$ cat src/rtl/mii_pkg.sv
// mii_pkg: shared lane symbols, deframer states and FIFO entry layout for mii_rx_deframer
package mii_pkg;

    typedef logic [7:0] lane_sym_t;

    localparam lane_sym_t PRE_SYM_2 = 8'h01;
    localparam lane_sym_t PRE_SYM_4 = 8'h05;
    localparam lane_sym_t PRE_SYM_8 = 8'h55;
    localparam lane_sym_t SFD_SYM_2 = 8'h03;
    localparam lane_sym_t SFD_SYM_4 = 8'h0D;
    localparam lane_sym_t SFD_SYM_8 = 8'hD5;

    typedef enum logic [1:0] {
        ST_IDLE,
        ST_PRE,
        ST_DATA,
        ST_DROP
    } deframer_state_e;

    typedef struct packed {
        logic       sof;
        logic       eof;
        logic       err;
        logic [7:0] data;
    } rx_entry_t;

    function automatic lane_sym_t pre_sym(input int lane_w);
        return lane_w == 2 ? PRE_SYM_2 : lane_w == 4 ? PRE_SYM_4 : PRE_SYM_8;
    endfunction

    function automatic lane_sym_t sfd_sym(input int lane_w);
        return lane_w == 2 ? SFD_SYM_2 : lane_w == 4 ? SFD_SYM_4 : SFD_SYM_8;
    endfunction

endpackage

$ cat src/rtl/mii_rx_fifo.sv
// mii_rx_fifo: first-word-fall-through FIFO of rx_entry_t; push while full is ignored
module mii_rx_fifo
    import mii_pkg::*;
#(
    parameter int DEPTH = 16
) (
    input  logic      i_clk,
    input  logic      i_reset_n,
    input  logic      i_push,
    input  rx_entry_t i_entry,
    input  logic      i_pop,
    output rx_entry_t o_entry,
    output logic      o_full,
    output logic      o_empty
);
    localparam int AW = $clog2(DEPTH);
    localparam int CW = AW + 1;
    localparam logic [CW-1:0] FULL_CNT = CW'(DEPTH);

    rx_entry_t       mem [DEPTH];
    logic [AW-1:0]   wr_ptr;
    logic [AW-1:0]   rd_ptr;
    logic [CW-1:0]   count;
    logic            do_push;
    logic            do_pop;

    assign o_full  = count == FULL_CNT;
    assign o_empty = count == '0;
    assign do_push = i_push && !o_full;
    assign do_pop  = i_pop && !o_empty;
    assign o_entry = o_empty ? '0 : mem[rd_ptr];

    // pointers and occupancy; full is judged before this cycle's pop
    always_ff @(posedge i_clk or negedge i_reset_n) begin
        if (!i_reset_n) begin
            wr_ptr <= '0;
            rd_ptr <= '0;
            count  <= '0;
        end else begin
            wr_ptr <= wr_ptr + AW'(do_push);
            rd_ptr <= rd_ptr + AW'(do_pop);
            count  <= count + CW'(do_push) - CW'(do_pop);
        end
    end

    // entry storage, no reset needed since reads are masked while empty
    always_ff @(posedge i_clk) begin
        if (do_push) mem[wr_ptr] <= i_entry;
    end

endmodule

$ cat src/rtl/mii_rx_deframer.sv
// mii_rx_deframer: lane receive deframer with FWFT byte FIFO; define MII_RX_DEFRAMER_STATS_EN for saturating frame counters
module mii_rx_deframer
    import mii_pkg::*;
#(
    parameter int LANE_W      = 4,
    parameter int FIFO_DEPTH  = 16,
    parameter int MIN_PRE_SYM = 4
) (
    input  logic              i_clk,
    input  logic              i_reset_n,
    input  logic              i_rx_en,
    input  logic              i_rx_dv,
    input  logic              i_rx_er,
    input  logic [LANE_W-1:0] i_rx_data,
    output logic              o_valid,
    input  logic              i_ready,
    output logic [7:0]        o_data,
    output logic              o_sof,
    output logic              o_eof,
    output logic              o_err,
    output logic [15:0]       o_frames_ok,
    output logic [15:0]       o_frames_err,
    output logic [15:0]       o_frames_drop
);
    localparam logic [LANE_W-1:0] P_SYM    = LANE_W'(pre_sym(LANE_W));
    localparam logic [LANE_W-1:0] S_SYM    = LANE_W'(sfd_sym(LANE_W));
    localparam logic [1:0]        SYM_LAST = 2'(8 / LANE_W - 1);
    localparam logic [7:0]        MIN_PRE  = 8'(MIN_PRE_SYM);

    deframer_state_e state, state_d;
    logic [7:0] pre_cnt, pre_cnt_d;
    logic [7:0] asm_q, asm_d, asm_nx;
    logic [7:0] hold_q, hold_d;
    logic [1:0] sym_cnt, sym_d;
    logic       hold_v, hold_v_d;
    logic       sof_done, sof_d;
    logic       frame_err, ferr_d;
    logic       abort_q, abort_d;
    logic       push, full, empty, byte_done;
    logic       ok_inc, err_inc, drop_inc;
    rx_entry_t  push_e, head;

    assign asm_nx    = 8'({i_rx_data, asm_q} >> LANE_W);
    assign byte_done = sym_cnt == SYM_LAST;

    // deframer registers
    always_ff @(posedge i_clk or negedge i_reset_n) begin
        if (!i_reset_n) begin
            state     <= ST_IDLE;
            pre_cnt   <= '0;
            asm_q     <= '0;
            hold_q    <= '0;
            sym_cnt   <= '0;
            hold_v    <= 1'b0;
            sof_done  <= 1'b0;
            frame_err <= 1'b0;
            abort_q   <= 1'b0;
        end else begin
            state     <= state_d;
            pre_cnt   <= pre_cnt_d;
            asm_q     <= asm_d;
            hold_q    <= hold_d;
            sym_cnt   <= sym_d;
            hold_v    <= hold_v_d;
            sof_done  <= sof_d;
            frame_err <= ferr_d;
            abort_q   <= abort_d;
        end
    end

    // next state, byte assembly, one-deep hold so the last byte can carry eof
    always_comb begin
        state_d   = state;
        pre_cnt_d = pre_cnt;
        asm_d     = asm_q;
        hold_d    = hold_q;
        sym_d     = sym_cnt;
        hold_v_d  = hold_v;
        sof_d     = sof_done;
        ferr_d    = frame_err;
        abort_d   = abort_q;
        push      = 1'b0;
        push_e    = '0;
        ok_inc    = 1'b0;
        err_inc   = 1'b0;
        drop_inc  = 1'b0;
        case (state)
            ST_IDLE: begin
                if (i_rx_en && i_rx_dv && i_rx_data == P_SYM) begin
                    state_d   = ST_PRE;
                    pre_cnt_d = 8'd1;
                end
            end
            ST_PRE: begin
                if (i_rx_en) begin
                    if (!i_rx_dv) state_d = ST_IDLE;
                    else if (i_rx_data == P_SYM) pre_cnt_d = pre_cnt + {7'd0, pre_cnt != 8'hFF};
                    else if (i_rx_data == S_SYM && pre_cnt >= MIN_PRE) begin
                        state_d  = ST_DATA;
                        asm_d    = '0;
                        sym_d    = '0;
                        hold_v_d = 1'b0;
                        sof_d    = 1'b0;
                        ferr_d   = 1'b0;
                    end else state_d = ST_DROP;
                end
            end
            ST_DATA: begin
                if (i_rx_en) begin
                    if (i_rx_dv) begin
                        asm_d  = asm_nx;
                        ferr_d = frame_err | i_rx_er;
                        sym_d  = byte_done ? 2'd0 : sym_cnt + 2'd1;
                        if (byte_done) begin
                            hold_v_d = 1'b1;
                            hold_d   = asm_nx;
                            push     = hold_v;
                            push_e   = '{sof: !sof_done, eof: 1'b0, err: 1'b0, data: hold_q};
                        end
                    end else begin
                        state_d  = ST_IDLE;
                        hold_v_d = 1'b0;
                        push     = hold_v;
                        push_e   = '{sof: !sof_done, eof: 1'b1, err: frame_err | (sym_cnt != 2'd0), data: hold_q};
                        err_inc  = !hold_v;
                    end
                    if (push) begin
                        if (full) begin
                            state_d  = ST_DROP;
                            abort_d  = sof_done;
                            hold_v_d = 1'b0;
                            drop_inc = 1'b1;
                        end else begin
                            sof_d   = 1'b1;
                            ok_inc  = push_e.eof & !push_e.err;
                            err_inc = push_e.eof & push_e.err;
                        end
                    end
                end
            end
            ST_DROP: begin
                if (abort_q && !full) begin
                    push    = 1'b1;
                    push_e  = '{sof: 1'b0, eof: 1'b1, err: 1'b1, data: 8'h00};
                    abort_d = 1'b0;
                end
                if (i_rx_en && !i_rx_dv && !abort_q) state_d = ST_IDLE;
            end
        endcase
    end

    mii_rx_fifo #(.DEPTH(FIFO_DEPTH)) u_fifo (
        .i_clk     (i_clk),
        .i_reset_n (i_reset_n),
        .i_push    (push),
        .i_entry   (push_e),
        .i_pop     (o_valid & i_ready),
        .o_entry   (head),
        .o_full    (full),
        .o_empty   (empty)
    );

    assign o_valid = !empty;
    assign {o_sof, o_eof, o_err, o_data} = head;

`ifdef MII_RX_DEFRAMER_STATS_EN
    logic [15:0] ok_q, err_q, drop_q;

    // saturating frame outcome counters
    always_ff @(posedge i_clk or negedge i_reset_n) begin
        if (!i_reset_n) begin
            ok_q   <= '0;
            err_q  <= '0;
            drop_q <= '0;
        end else begin
            if (ok_inc && ok_q != 16'hFFFF) ok_q <= ok_q + 16'd1;
            if (err_inc && err_q != 16'hFFFF) err_q <= err_q + 16'd1;
            if (drop_inc && drop_q != 16'hFFFF) drop_q <= drop_q + 16'd1;
        end
    end

    assign o_frames_ok   = ok_q;
    assign o_frames_err  = err_q;
    assign o_frames_drop = drop_q;
`else
    logic unused_stats;
    assign unused_stats  = ^{ok_inc, err_inc, drop_inc};
    assign o_frames_ok   = '0;
    assign o_frames_err  = '0;
    assign o_frames_drop = '0;
`endif

endmodule

$ cat config.mk
export PLATFORM = sky130hd
export DESIGN_NAME = mii_rx_deframer
export DESIGN_NICKNAME = d
export VERILOG_FILES = /design/src/rtl/mii_pkg.sv /design/src/rtl/mii_rx_fifo.sv /design/src/rtl/mii_rx_deframer.sv
export SDC_FILE = /design/constraint.sdc
export NUM_CORES = 1
export LEC_CHECK = 0
export BUFFER_PORTS_ARGS = -buffer_cell sky130_fd_sc_hd__buf_2
export CAP_MARGIN = 25
export CORE_ASPECT_RATIO = 0.8
export CORE_MARGIN = 4
export CORE_UTILIZATION = 45
export CTS_CLUSTER_SIZE = 10
export DETAILED_ROUTE_END_ITERATION = 10
export GPL_ROUTABILITY_DRIVEN = 0
export PLACE_DENSITY = 0.59
export SETUP_SLACK_MARGIN = 0.1
export SYNTH_ARGS = -nofsm -noshare
export SYNTH_HDL_FRONTEND = slang
export SYNTH_SLANG_ARGS = --single-unit
$ cat constraint.sdc
create_clock -name i_clk -period 6.7 [get_ports i_clk]
set_clock_uncertainty 0.1 [all_clocks]
set_input_delay 0.335 -clock i_clk [delete_from_list [all_inputs] [get_ports i_clk]]
set_output_delay 0.335 -clock i_clk [all_outputs]
set_load 0.01 [all_outputs]
==> out/metrics.yaml <==
floorplan:
  fp.dieH_um: 138
  core_um2: 20800
  start_util_pct: 45.9
  design.die.area_um2: 23600
  die-width_um: 171
  row_count: 47
  io_pins: 70
sta:
  setup_ws_ns: 3.35
  hold_viol_final: 0
  setup_violations: 0
  worstMarginPinSlew_ns: 1.03
  rsz0062_at_grt: "no"
  fin_crit_sh_pct: 50.0
  final.setup.tns_ns: 0
  max_freq_mhz: 299
  relSlewSlack_pct: 31.0
  finalMaxSlewViolations: 0
  holdWs_ns: 0.0136
  period_needed_ns: 3.35
worst_setup_path:
  endpoint_kind: "primary output"
  ff2ff_setup_slack_ns: 3.58
  crit_arrival_ns: 2.91
  required_ns: 6.26
  crit_fanout: 46
  crit_type: "reg2out"
  cp-start-kind: "flip-flop"
synthesis:
  synthArstFlopShare_pct: 18.9
  ys.flop_type: "edfxtp_1"
  avgSynthCellArea_um2: 16.5
  ys_seq_area_share_pct: 66.3
  synth_seq_cells: 217
  synth_area_leaders: "edfxtp_1 56%, dfrtp_1 11%, mux4_2 8.8%"
  yosysTopAreaCell: "edfxtp_1"
  yosys.area.top_type_share_pct: 55.5
  syn_area_um2: 9520
  yosysUniqueCellTypes: 60
  synth_edf_count: 176
  yosysWarningCount: 0
  syn-instance-count: 576
power:
  combPwrFrac_pct: 24.5
  p_int_w: 0.00265
  p_sw_w: 0.00109
  irDropWorstVdd_uv: 190
  power.share.clock_pct: 31.8
  pwr_density_cell_nw_per_um2: 354
  seq_power_share_pct: 43.7
  swShare_pct: 29.2
  power.leakage_nw: 3.80
clocking:
  cts_resized: 0
  htreeDepth: 1
  cts_buffers: 25
  postCtsSetupBuffers: 0
  cts-root-buf: "clkbuf_16"
  clk_path_buf_depth: 3
  hold_buffers: 2
  cts_tree: "done"
  insertion_delay_ns: 0.51
  clk_pin_slew_ns: 0.06
  clock_sinks: 217
grt:
  grt_pass1_vias: 5071
  grt_usage_pct: 16.3
  grt_antenna_before_repair: 0
  grt_pass1_wl_um: 29800
  grt-ovfl-total: 0
  grt_start_max_net_pins: 47
placed_design:
  hpwl_um: 12300
  portBuffers: 21
  dpl_worst_slack_ns: 3.58
  dp.cells: 858
cells_and_area:
  n_antenna_cell: 0
  multiInputGateArea_um2: 2880
  final.fill_count: 1712
  areaGrowthSynthToFinish_pct: 11.3
  instances_no_fill: 908
  num-nets-final: 643
  layout-drive-gt1-share_pct: 21.6
  fin_util_pct: 51.1
  seq_area_um2: 6310
run_status:
  status: "finished clean"
flow_run:
  cap_violations: 0
detailed_routing:
  drt_iter0_drc: 395
  first_pass_iters: 5
  vias: 4946
  drtAntennaViolNets: 0
  wl_um: 18900
  drc: 0
  wl_per_cell_um: 20.9
  post_drt_via_cell_ratio: 5.45
hold_path:
  hold_class: "in2reg"
path summary, 6_finish.rpt:
kind / cells past startpoint / endpoint / startpoint
max reg2reg: 10 / u_fifo.count[4] / state[0]
max: 6 / o_eof / u_fifo.rd_ptr[1]
max in group asynchronous: 3 / u_fifo.rd_ptr[1] / i_reset_n
min reg2reg: 1 / hold_q[4] / hold_q[4]
min in group asynchronous: 2 / pre_cnt[5] / i_reset_n
min: 2 / asm_q[5] / i_rx_data[1]
sequential cells by signal, summed over array words and instances (netlist names):
name           count
u_fifo.mem       176
hold_q             8
pre_cnt            8
u_fifo.count       5
asm_q              4
u_fifo.rd_ptr      4
u_fifo.wr_ptr      4
state              2
sym_cnt            2
abort_q            1
frame_err          1
hold_v             1
sof_done           1
critical path, stage by stage (launching register included):
cell and delay, ns:
dfrtp_2 0.37, buf_4 0.62, mux4_2 0.58, nor2b_1 0.16, a211oi_1 0.35, a211oi_1 0.12, buf_2 0.19
final cells by class:
| class | count | area share (%) |
|---|---|---|
| clock buffers | 45 | 6.61 |
| repair buffers | 45 | 2.93 |
| flip-flops and latches | 217 | 59.6 |
| well taps | 269 | 3.18 |
| clock inverters | 1 | 0.0826 |
| multi-input cells | 317 | 27.1 |
| inverters | 14 | 0.496 |
cell families (layout without fill, tap and decap cells):
group	Yosys count	after routing	share of synthesized area, %
compound gates	66	66	5.32
xor+xnor	9	9	0.828
fa+ha+maj	13	13	1.79
buf+inv	89	105	6.23
flops	217	217	66.3
mux	66	66	12.8
other cells	1	48	0.0394
simple gates	115	115	6.70
power groups by stage:
stage          registers (W)  clock network (W)  logic (W)
3_5_place_dp         0.00167                  0   0.000931
4_1_cts              0.00164            0.00122   0.000935
5_1_grt              0.00165            0.00128    0.00101
6_report             0.00164            0.00119   0.000918
2_1_floorplan        0.00161                  0   0.000794
3_3_place_gp         0.00166                  0   0.000919
per-layer routing:
layer | routed length (µm) | vias up | global-route usage, %
met5 | 0 | - | 0
met4 | 316 | 0 | 3.28
met3 | 1080 | 24 | 2.91
met2 | 9020 | 154 | 25.4
met1 | 8520 | 2532 | 24.6
li1 | - | 2236 | -
Yosys cell counts (9+ instances only):
library cell	count
mux2_2	9
buf_2	11
nand2_1	25
buf_4	50
mux2i_1	14
nor2_1	16
inv_1	13
dfrtp_1	41
edfxtp_1	176
a211oi_1	19
mux4_2	37
nor3_1	12
ha_1	12
nor2b_1	13
and2_1	11
per-stage QoR:
| step | instance area (µm²) | total power, W |
|---|---|---|
| finish | 10600 | 0.00375 |
| global placement | 9830 | 0.00258 |
| floorplan | 9700 | 0.00240 |
| detailed placement | 9840 | 0.00260 |
| global route | 10600 | 0.00395 |
| CTS | 10600 | 0.00379 |
layout by cell type (no fill, tap or decap), types with 7 or more instances in the layout:
master       n
a211oi_1    19
a21oi_1      7
and2_1      11
buf_2       21
buf_4       19
clkbuf_1    20
clkbuf_16   25
conb_1      48
dfrtp_1     39
edfxtp_1   176
ha_1        12
inv_1       13
mux2_2       9
mux2i_1     14
mux4_2      37
nand2_1     25
nand2b_1     8
nand3_1      7
nor2_1      16
nor2b_1     13
No activity file was read; power rests on OpenSTA's default activity.
